===== config.mk =====
export PLATFORM = sky130hd
export DESIGN_NAME = fetch_pc_gen_flat
export DESIGN_NICKNAME = d
export VERILOG_FILES = /design/src/rtl/fetch_pc_gen_if.sv /design/src/rtl/fetch_pc_gen.sv /design/src/flat_wrapper.sv
export SDC_FILE = /design/constraint.sdc
export NUM_CORES = 1
export LEC_CHECK = 0
export CAP_MARGIN = 5
export CORE_MARGIN = 1.5
export CORE_UTILIZATION = 35
export DETAILED_ROUTE_END_ITERATION = 16
export HOLD_SLACK_MARGIN = 0.03
export PLACE_DENSITY = 0.66
export SYNTH_ARGS = -nofsm -noshare
export SYNTH_HDL_FRONTEND = slang
export SYNTH_SLANG_ARGS = --single-unit

===== constraint.sdc =====
create_clock -name clk -period 2.4 [get_ports clk]
set_input_delay 0.6 -clock clk [delete_from_list [all_inputs] [get_ports clk]]
set_output_delay 0.6 -clock clk [all_outputs]
set_load 0.1 [all_outputs]

===== src/rtl/fetch_pc_gen_if.sv =====
`default_nettype none
// +--------------------------------------------------------------------------+
// | Module : fetch_pc_gen_if                                                 |
// | Brief  : Fetch-side bundle between the PC generator, decode and I-cache. |
// | Rev    : 1.0                                                             |
// +--------------------------------------------------------------------------+
interface fetch_pc_gen_if #(
  parameter int PC_WIDTH      = 32,
  parameter int CACHE_DEEPTHE = 12
);
  logic                     iStall;
  logic                     iRedirect;
  logic [PC_WIDTH-1:0]      iRedirectPc;
  logic [CACHE_DEEPTHE-1:0] oInsAddr;
  logic [PC_WIDTH-1:0]      oPc;
  logic                     oRstingBlk;
  logic                     oInsVld;
  logic [PC_WIDTH-1:0]      oInsPc;
  logic                     oMisalign;
  logic [31:0]              oFetchCnt;

  modport master (
    input  iStall, iRedirect, iRedirectPc,
    output oInsAddr, oPc, oRstingBlk, oInsVld, oInsPc, oMisalign, oFetchCnt
  );

  modport slave (
    output iStall, iRedirect, iRedirectPc,
    input  oInsAddr, oPc, oRstingBlk, oInsVld, oInsPc, oMisalign, oFetchCnt
  );
endinterface
`default_nettype wire


===== src/rtl/fetch_pc_gen.sv =====
`default_nettype none
// +--------------------------------------------------------------------------+
// | Module : fetch_pc_gen                                                    |
// | Brief  : Fetch PC generator; optional delivery counter FETCH_PERF_CNT_EN.|
// | Rev    : 1.0                                                             |
// +--------------------------------------------------------------------------+
module fetch_pc_gen #(
  parameter int                  PC_WIDTH       = 32,
  parameter int                  CACHE_DEEPTHE  = 12,
  parameter logic [PC_WIDTH-1:0] RESET_PC       = '0,
  parameter int                  RST_BLK_CYCLES = 4
) (
  input  logic            clk,
  input  logic            rstn,
  fetch_pc_gen_if.master  bus
);

  typedef enum logic [0:0] {
    ST_BLK = 1'b0,
    ST_RUN = 1'b1
  } state_t;

  localparam logic [7:0]          c_blk_last = 8'(RST_BLK_CYCLES - 1);
  localparam logic [PC_WIDTH-1:0] c_pc_step  = PC_WIDTH'(4);

  state_t              r_state;
  state_t              w_state_nxt;
  logic [7:0]          r_blk_cnt;
  logic [7:0]          w_blk_cnt_nxt;
  logic [PC_WIDTH-1:0] r_pc;
  logic [PC_WIDTH-1:0] w_pc_nxt;
  logic [PC_WIDTH-1:0] r_ins_pc;
  logic [PC_WIDTH-1:0] w_ins_pc_nxt;
  logic                r_ins_vld;
  logic                w_ins_vld_nxt;
  logic                r_rsting_blk;
  logic                r_misalign;
  logic                w_misalign_nxt;

  always_ff @(posedge clk) begin
    if (!rstn) begin
      r_state      <= ST_BLK;
      r_blk_cnt    <= 8'd0;
      r_pc         <= RESET_PC;
      r_ins_pc     <= RESET_PC;
      r_ins_vld    <= 1'b0;
      r_rsting_blk <= 1'b0;
      r_misalign   <= 1'b0;
    end else begin
      r_state      <= w_state_nxt;
      r_blk_cnt    <= w_blk_cnt_nxt;
      r_pc         <= w_pc_nxt;
      r_ins_pc     <= w_ins_pc_nxt;
      r_ins_vld    <= w_ins_vld_nxt;
      r_rsting_blk <= (w_state_nxt == ST_RUN);
      r_misalign   <= w_misalign_nxt;
    end
  end

  always_comb begin
    w_state_nxt    = r_state;
    w_blk_cnt_nxt  = r_blk_cnt;
    w_pc_nxt       = r_pc;
    w_ins_pc_nxt   = r_ins_pc;
    w_ins_vld_nxt  = r_ins_vld;
    w_misalign_nxt = 1'b0;

    case (r_state)
      ST_BLK: begin
        w_blk_cnt_nxt = r_blk_cnt + 8'd1;
        if (r_blk_cnt == c_blk_last) begin
          w_state_nxt = ST_RUN;
        end
      end
      ST_RUN: begin
        if (!bus.iStall) begin
          w_pc_nxt      = r_pc + c_pc_step;
          w_ins_pc_nxt  = r_pc;
          w_ins_vld_nxt = 1'b1;
        end
      end
      default: w_state_nxt = ST_BLK;
    endcase

    // Redirect overrides both stall and sequential fetch, and kills the
    // instruction whose SRAM read is in flight; the BLK countdown is untouched.
    if (bus.iRedirect) begin
      w_pc_nxt       = {bus.iRedirectPc[PC_WIDTH-1:2], 2'b00};
      w_ins_pc_nxt   = r_ins_pc;
      w_ins_vld_nxt  = 1'b0;
      w_misalign_nxt = |bus.iRedirectPc[1:0];
    end
  end

  assign bus.oInsAddr   = r_pc[CACHE_DEEPTHE+1:2];
  assign bus.oPc        = r_pc;
  assign bus.oInsPc     = r_ins_pc;
  assign bus.oInsVld    = r_ins_vld;
  assign bus.oRstingBlk = r_rsting_blk;
  assign bus.oMisalign  = r_misalign;

`ifdef FETCH_PERF_CNT_EN
  logic [31:0] r_fetch_cnt;

  always_ff @(posedge clk) begin
    if (!rstn) begin
      r_fetch_cnt <= 32'd0;
    end else if (r_ins_vld && !bus.iStall) begin
      r_fetch_cnt <= r_fetch_cnt + 32'd1;
    end
  end

  assign bus.oFetchCnt = r_fetch_cnt;
`else
  assign bus.oFetchCnt = 32'd0;
`endif

endmodule
`default_nettype wire


===== src/flat_wrapper.sv =====
// flat-port wrapper written by rule: the top's interface ports become plain ports
module fetch_pc_gen_flat 
#(
  parameter int                  PC_WIDTH       = 32,
  parameter int                  CACHE_DEEPTHE  = 12,
  parameter logic [PC_WIDTH-1:0] RESET_PC       = '0,
  parameter int                  RST_BLK_CYCLES = 4
)
  (clk, rstn, bus_iStall, bus_iRedirect, bus_iRedirectPc, bus_oInsAddr, bus_oPc, bus_oRstingBlk, bus_oInsVld, bus_oInsPc, bus_oMisalign, bus_oFetchCnt);
  fetch_pc_gen_if #(.PC_WIDTH(PC_WIDTH), .CACHE_DEEPTHE(CACHE_DEEPTHE)) bus_i ();
  input  logic clk;
  input  logic rstn;
  input wire logic [$bits(bus_i.iStall)-1:0] bus_iStall;
  input wire logic [$bits(bus_i.iRedirect)-1:0] bus_iRedirect;
  input wire logic [$bits(bus_i.iRedirectPc)-1:0] bus_iRedirectPc;
  output wire logic [$bits(bus_i.oInsAddr)-1:0] bus_oInsAddr;
  output wire logic [$bits(bus_i.oPc)-1:0] bus_oPc;
  output wire logic [$bits(bus_i.oRstingBlk)-1:0] bus_oRstingBlk;
  output wire logic [$bits(bus_i.oInsVld)-1:0] bus_oInsVld;
  output wire logic [$bits(bus_i.oInsPc)-1:0] bus_oInsPc;
  output wire logic [$bits(bus_i.oMisalign)-1:0] bus_oMisalign;
  output wire logic [$bits(bus_i.oFetchCnt)-1:0] bus_oFetchCnt;
  assign bus_i.iStall = bus_iStall;
  assign bus_i.iRedirect = bus_iRedirect;
  assign bus_i.iRedirectPc = bus_iRedirectPc;
  assign bus_oInsAddr = bus_i.oInsAddr;
  assign bus_oPc = bus_i.oPc;
  assign bus_oRstingBlk = bus_i.oRstingBlk;
  assign bus_oInsVld = bus_i.oInsVld;
  assign bus_oInsPc = bus_i.oInsPc;
  assign bus_oMisalign = bus_i.oMisalign;
  assign bus_oFetchCnt = bus_i.oFetchCnt;
  fetch_pc_gen #(.PC_WIDTH(PC_WIDTH), .CACHE_DEEPTHE(CACHE_DEEPTHE), .RESET_PC(RESET_PC), .RST_BLK_CYCLES(RST_BLK_CYCLES)) u_core (.clk(clk), .rstn(rstn), .bus(bus_i));
endmodule

Yosys cells after proc, flatten, opt, wreduce, memory -nomap -nowiden --
Cells that the tools add are included.
Word-level totals: flip-flop bits (word level) 75, bits of input ports 36, output and inout port bits 111, logic and storage cells 26
Operators by class: add/sub/neg operators 2, eq/ne operators 2, muxes and demuxes 5, bitwise operators 3, reductions and logical operators 7
Operators with widths (number):
- $mux 32 | 3
- $add 32x3->32 const B | 1
- $add 8x1->8 const B | 1
- $eq 8x2->1 const B | 1
- $reduce_and 2->1 | 3
- $reduce_or 2->1 | 2
- $not 1->1 | 3
- $reduce_and 3->1 | 1
- $mux 1 | 2
- $ne 2x1->1 const B | 1
- $reduce_bool 2->1 | 1

Logic depth before layout (Yosys ltp) --
Gate-level depths: netlist (run 1).
word-level depth 4, depth in mapped cells 7

Least setup slack after synthesis (run 1) --
OpenSTA, ideal clock, no wires.
path type reg2reg, start register u_core.r_pc[2] (netlist: u_core.bus.oPc[2]), end register u_core.r_pc[26] (netlist: u_core.bus.oPc[26]), arrival 2.813 ns, data required time 2.326 ns, path slack -0.487 ns, cell stages (with the launch flop) 7, path buffers 1, period minus slack after synthesis 2.887 ns, path through dfxtp_1 ha_1 nand3b_1 or4_1 buf_2 or4_1 a31oi_1
On the way: longest elaborated chain between the ends 4
RTL lines:
- start, declared | line fetch_pc_gen.sv:30 | logic [PC_WIDTH-1:0] r_pc;
- start signal, assigned | line fetch_pc_gen.sv:52 | r_pc <= w_pc_nxt;
- $add 32x3->32 | line fetch_pc_gen.sv:77 | w_pc_nxt = r_pc + c_pc_step;
- $mux 32 | line fetch_pc_gen.sv:76 | if (!bus.iStall) begin
- $mux 32 | line fetch_pc_gen.sv:68 | case (r_state)
- $mux 32 | line fetch_pc_gen.sv:87 | if (bus.iRedirect) begin
No other way between the ends. The select of a mux whose other input is x is not followed. A chain may end at the register's enable or synchronous reset.

Worst setup path after layout (run 1) --
start input bus_iStall, end register u_core.r_pc[23] (netlist: u_core.bus.oPc[23])
On the way: longest elaborated chain between the ends 2
RTL lines:
- start, declared | line flat_wrapper.sv:13 | input wire logic [$bits(bus_i.iStall)-1:0] bus_iStall;
- $ne 2x1->1 (no source line)
- $reduce_and 2->1 (no source line)
No other way between the ends.

==> reports/results.tsv, run 1 <==
stage	metric	value	unit
floorplan	row cnt	37	
grt	grt ovf	0	
finish	Final Util	0.478	
placement	placed insts	682	
route	Routed WL	10.3	mm
finish	Final Non-Filler Cells	698	
cts	Post-CTS Hold Fix Bufs	0	
power_and_ir_drop	PD cells	721	nW/um2
placement	IO Port Bufs	110	
power_and_ir_drop	Pint	0.00224	W
route	initial DRC count	168	
cts	CTS tree	built	
synth	Most used DFF post-synth	dfxtp_1	
route	DRC	0	
synth	Post-Syn Area per Cell	8.35	um2
placement	routability cong.	0.829	
timing	final setup vio count	0	
flow_run	Max Cap Viol	0	
route	Vias	3486	
synth	Post-synth EDFFs	0	
timing	relative slew slack	0.539	
hold_path	hold crit path type	reg -> reg	
grt	first-pass GRT wire length	16.3	mm
critical_path	Crit Path Class	in -> reg	
synth	Mapped Area	3780	um2
finish	fin nets	595	
floorplan	Die W	107	um
cts	Clock transition at path regs	80	ps
grt	Total Routing Usage GR	0.181	
synth	largest area contributor in the netlist	dfxtp_1	
cts	clock sink count	71	
floorplan	starting density of the core	0.363	
finish	share of layout cells above drive strength 1	0.247	
grt	initial antenna violation count	0	
synth	Yosys reg bits	71	
floorplan	Die Y	107	um
floorplan	IO Pins	147	
floorplan	core area	10400	um2
critical_path	crit-path max FO	14	
power_and_ir_drop	power share of the clock group	0.348	
timing	Fin Hold WS	465	ps
critical_path	CP endpoint kind	register	
synth	Synth top area share	0.376	
cts	Clock Tree Root	clkbuf_8	
power_and_ir_drop	Net Sw Power	0.00135	W
power_and_ir_drop	Combinational Power Share	0.285	
cts	post-CTS resize count	0	
timing	RSZ-0062 raised after global routing	no	
cts	Bufs on Longest Clock Path	2	
cts	Clk Latency, worst-skew pair	350	ps
finish	commonest non-fill, non-tap cell in the layout	buf_4	
critical_path	Worst EP required	2670	ps
power_and_ir_drop	VDD IR max	0.000352	V
finish	Area Overhead vs Synth	31.5	%
placement	placed inst area	4710	um2
synth	post-synthesis sequential area ratio	0.376	
route	Routed Antenna Nets	0	
grt	vias in the first global route	3276	
floorplan	die area	11400	um2
power_and_ir_drop	Seq pwr share	0.367	
synth	synth top area cells	dfxtp_1, buf_4, nand2_1	
power_and_ir_drop	sw frac	0.377	
run_status	status	finished, final reports clean	
critical_path	Startpoint Class	input port	
synth	Yosys warning count	0	
power_and_ir_drop	Pleak	1.99	nW
finish	commonest cells after routing, fill and taps aside	buf_4, nand2_1, dfxtp_1	
timing	post-layout min period	2300	ps
timing	Slew Limit Fails	0	
critical_path	critical path arrival	2570	ps
finish	ANT cells	0	
placement	Final HPWL DP	7.63	mm
cts	CTS buffer count	9	
timing	clk_skew	12.2	ps
route	drt via density	4.99	
timing	actual slew at the worst max-slew pin	685	ps
timing	period utilization	0.958	
route	Wirelength per Cell	14.8	um
cts	H-tree levels	3	
finish	post-route design area	4980	um2
synth	Yosys cell types	49	
timing	Fmax achieved	435	MHz
cts	Setup Buffers After CTS	0	
timing	Fin. Hold Viols	0	
grt	largest net degree at the start of global routing	42	
synth	fraction of registers with async set/reset	0	
route	first-pass iteration count of the detailed router	5	
synth	Synth Instances	453	
worst max-delay path, stage by stage:
cell,delay (ps)
clkdlybuf4s50_1,460
nand2b_1,180
or3_2,610
or4_1,540
a31oi_1,180
cells in the mapped netlist (3+ instances only):
cell type   n
a31oi_1    13
nand3_1    14
inv_1       5
nor4_1      8
nand4_1     9
o31ai_1    10
a21oi_1     6
xnor2_1    15
o21a_1      3
and4_1      7
and2_1      9
nand2b_1    7
clkbuf_1   21
buf_4      48
o211a_1     8
or4_1      12
o21ai_0    22
a21boi_0   30
nand2_1    78
nor3_1      7
and3_1      3
dfxtp_1    71
buf_6       4
nor2b_1     4
nor2_1      7
sequential cells by signal, summed over array words and instances (netlist names):
register,flops
u_core.bus.oInsVld,1
u_core.r_blk_cnt,8
u_core.bus.oRstingBlk,1
u_core.bus.oInsPc,30
u_core.bus.oMisalign,1
u_core.bus.oPc,30
kinds of logic (layout without fill, tap and decap cells):
group | Yosys count | count (layout) | share of synthesized area
AND/OR/NAND/NOR | 180 | 180 | 0.252
AO/OA/AOI/OAI | 99 | 99 | 0.181
buffers and inverters | 82 | 156 | 0.141
flip-flops | 71 | 71 | 0.376
XOR/XNOR | 17 | 17 | 0.0394
adder cells (fa/ha/maj) | 2 | 2 | 0.00661
other | 1 | 36 | 0.000991
multiplexers | 1 | 1 | 0.00265
path summary, 6_finish.rpt:
kind                    startpoint                     to  slack, ps  depth (start not counted)
max                     bus_iStall     u_core.bus.oPc[23]        100                          5
min          u_core.bus.oInsPc[10]  u_core.bus.oInsPc[10]        470                          2
max reg2reg      u_core.bus.oPc[6]     u_core.bus.oPc[23]        330                          4
min reg2reg  u_core.bus.oInsPc[10]  u_core.bus.oInsPc[10]        470                          2
per-layer routing:
layer | global-route usage | vias to the layer above | share of wire
li1 | - | 1732 | -
met1 | 0.236 | 1633 | 0.45
met2 | 0.297 | 105 | 0.48
met3 | 0.0413 | 16 | 0.057
met4 | 0.0581 | 0 | 0.018
met5 | 0 | - | 0
layout make-up:
type | count | area (um2)
Clock buffer | 12 | 166
Clock inverter | 4 | 98.8
Fill cell | 1028 | 5440
Inverter | 5 | 18.8
Multi-Input combinational cell | 335 | 1970
Sequential cell | 71 | 1450
Tap cell | 136 | 170
Timing Repair Buffer | 135 | 1110
per-stage QoR:
stage	total power, W	setup slack, ps	setup TNS (ps)
2_1_floorplan	0.00221	3.95	0
3_3_place_gp	0.00236	-291	-2680
3_5_place_dp	0.00237	-340	-3160
4_1_cts	0.00362	19.7	0
5_1_grt	0.00371	37.6	0
6_report	0.00359	100	0
power by group through the flow:
stage	Sequential (W)	Clock [W]	Combinational, W
after detailed placement	0.00134	0	0.00103
after floorplan	0.00163	0	0.000574
after global routing	0.00133	0.00133	0.00106
after global placement	0.00134	0	0.00102
final	0.00132	0.00125	0.00102
after CTS	0.00132	0.00127	0.00103
No activity file was read; power rests on OpenSTA's default activity.
==> run 2: changes to the inputs <==
--- a/config.mk
+++ b/config.mk
@@ -6,7 +6,6 @@
 export NUM_CORES = 1
 export LEC_CHECK = 0
 export CAP_MARGIN = 5
-export CORE_MARGIN = 1.5
 export CORE_UTILIZATION = 35
 export DETAILED_ROUTE_END_ITERATION = 16
 export HOLD_SLACK_MARGIN = 0.03
@@ -14,3 +13,4 @@
 export SYNTH_ARGS = -nofsm -noshare
 export SYNTH_HDL_FRONTEND = slang
 export SYNTH_SLANG_ARGS = --single-unit
+export TNS_END_PERCENT = 5
==> run 2 against run 1 <==
Net effect:
- clock power down 17%
- sequential share of layout area about the same
- combinational power about the same
- total power down 5.7%
- critical endpoint unchanged
- critical path type unchanged
- global-route usage up 0.46 points
- largest cell class unchanged
- final area down 1.2%
- core utilization down 0.56 points
- via count up 1.6%
- clock skew down 2.3 ps
- non-clock buffer count down 1
- sequential power about the same
==> reports/results.tsv, run 2 (synthesized netlist as in run 1, its figures left out) <==
stage	metric	value	unit	change
power_and_ir_drop	VDD IR max	0.000298	V	-15%
timing	Slew Limit Fails	0		unchanged
critical_path	Setup crit start	bus_iStall		
critical_path	crit-path max FO	16		+2
power_and_ir_drop	Net Sw Power	0.00135	W	+0.14%
run_status	status	finished, final reports clean		
critical_path	CP endpoint kind	register		
grt	largest net degree at the start of global routing	36		-14%
route	Routed Antenna Nets	0		unchanged
route	Wirelength per Cell	14.6	um	-1.0%
timing	clk_skew	9.92	ps	-2.30 ps
floorplan	core area	10400	um2	unchanged
timing	RSZ-0062 raised after global routing	no		
hold_path	hold crit path type	reg -> reg		
cts	CTS tree	built		
placement	Final HPWL DP	7.52	mm	-1.5%
cts	Clock transition at path regs	70	ps	about the same
timing	Fmax achieved	432	MHz	-0.59%
placement	routability cong.	0.796		-4.1%
critical_path	Cell Chain, Critical Path	clkdlybuf4s50_1, nand2b_1, or3_2, or4_1, a31oi_1		
power_and_ir_drop	power share of the clock group	0.307		-0.041
route	first-pass iteration count of the detailed router	4		-1
power_and_ir_drop	Pleak	1.97	nW	-1.1%
grt	grt ovf	0		unchanged
timing	setup ws final	86.6	ps	-13.7 ps
route	drt via density	5.08		+1.8%
timing	final setup vio count	0		unchanged
floorplan	starting density of the core	0.363		unchanged
timing	period utilization	0.964		+0.00569
power_and_ir_drop	total power	0.00338	W	-5.7%
placement	IO Port Bufs	110		unchanged
critical_path	CP Buf/Inv Count	1		unchanged
power_and_ir_drop	PD cells	688	nW/um2	-4.6%
finish	commonest cells after routing, fill and taps aside	buf_4, nand2_1, dfxtp_1		
hold_path	Worst Hold Launch	u_core.bus.oInsPc[10]		
critical_path	slowest CP cell	or3_2		
finish	ANT cells	0		unchanged
timing	setup TNS	0	ps	unchanged
cts	clock sink count	71		unchanged
critical_path	worst reg2reg path startpoint	u_core.bus.oPc[5]		
flow_run	Max Cap Viol	0		unchanged
critical_path	critical path arrival	2590	ps	+20 ps
floorplan	Die Y	106	um	-0.93%
floorplan	row cnt	37		unchanged
timing	actual slew at the worst max-slew pin	672	ps	-12.4 ps
floorplan	IO Pins	147		unchanged
grt	Total Routing Usage GR	0.186		+0.00459
finish	share of layout cells above drive strength 1	0.239		-0.00847
power_and_ir_drop	Pint	0.00203	W	-9.3%
power_and_ir_drop	Seq pwr share	0.389		+0.022
finish	fillers	1060		+3.1%
placement	placed inst area	4700	um2	-0.21%
finish	fin nets	594		-0.17%
grt	initial antenna violation count	0		unchanged
route	DRC	0		unchanged
finish	Area Overhead vs Synth	30.0	%	
cts	Clk Latency, worst-skew pair	350	ps	about the same
finish	commonest non-fill, non-tap cell in the layout	buf_4		
floorplan	die area	11200	um2	-1.9%
cts	Clock Tree Root	clkbuf_8		
grt	first-pass GRT wire length	16.4	mm	+0.34%
critical_path	Crit Path Class	in -> reg		
cts	Bufs on Longest Clock Path	2		unchanged
power_and_ir_drop	sw frac	0.400		+0.0235
finish	post-route design area	4920	um2	-1.2%
route	Vias	3542		+1.6%
timing	Fin. Hold Viols	0		unchanged
cts	CTS buffer count	9		unchanged
finish	Final Util	0.472		-0.00565
critical_path	Top Family by Delay on Critical Path	simple AND/OR/NAND/NOR gates		
timing	relative slew slack	0.548		+0.00836
timing	post-layout min period	2310	ps	+13.7 ps
critical_path	Worst EP required	2680	ps	about the same
critical_path	Slowest Stage Delay on Critical Path	620	ps	about the same
placement	Placement Setup Slack	-292	ps	+48.1 ps
grt	vias in the first global route	3357		+2.5%
critical_path	Startpoint Class	input port		
cts	H-tree levels	3		unchanged
route	Routed WL	10.2	mm	-1.1%
power_and_ir_drop	Combinational Power Share	0.304		+0.019
floorplan	Die W	106	um	-0.93%
route	initial DRC count	201		+20%
-- run 2: cell count changes in the layout (fill, tap and decap cells not counted) --
cell | previous run | this run
clkinv_4 | 1 | 0
buf_4 | 99 | 97
clkbuf_16 | 1 | 0
bufinv_16 | 3 | 1
clkbuf_8 | 10 | 12
dfxtp_1 | 57 | 61
inv_6 | 0 | 2
buf_12 | 1 | 2
dfxtp_4 | 4 | 0
-- run 2: layout make-up --
type	instances	area, um2	share of cell area
repair buffers	134	1110	0.226
clock buffers	13	169	0.0343
multi-input cells	335	1970	0.400
flip-flops and latches	71	1430	0.292
clock inverters	3	47.5	0.00967
well taps	136	170	0.0346
inverters	5	18.8	0.00382
-- run 2: what timing repair did --
| item | in CTS | in global routing |
|---|---|---|
| setup endpoints to repair | 0 | 4 |
| hold buffers | 0 | 0 |
| resized for setup | 0 | 1 |
| setup buffers | 0 | 0 |
| hold endpoints to repair | 0 | 0 |
-- run 2: path summary, 6_finish.rpt --
kind,to,slack (ps),depth (start not counted)
max,u_core.bus.oPc[23],90,5
min,u_core.bus.oInsPc[10],470,2
max reg2reg,u_core.bus.oPc[23],290,4
min reg2reg,u_core.bus.oInsPc[10],470,2
-- run 2: tightest hold or removal path, cell delays in order (launching register included) --
cell      delay (ps)
dfxtp_1          310
nand2_1           50
a21boi_0          60
-- run 2: routing by layer --
metal / vias to the layer above / global-route usage / wire [um]
met2: 147 / 0.289 / 4740
met3: 23 / 0.0392 / 642
met1: 1643 / 0.243 / 4510
met4: 0 / 0.0913 / 297
li1: 1729 / - / -
met5: - / 0 / 0
-- run 2: metrics by stage --
stage | std cells | hold WS, ps
6_report | 697 | 465
3_3_place_gp | 681 | 451
2_1_floorplan | 488 | 505
3_5_place_dp | 681 | 457
5_1_grt | 697 | 491
4_1_cts | 697 | 469
-- run 2: power groups by stage --
stage | Combinational (W) | Clock (W) | Sequential, W
after floorplan | 0.000574 | 0 | 0.00163
after global placement | 0.00103 | 0 | 0.00134
after detailed placement | 0.00103 | 0 | 0.00134
after CTS | 0.00103 | 0.00106 | 0.00131
after global routing | 0.00107 | 0.00112 | 0.00133
final | 0.00103 | 0.00104 | 0.00131
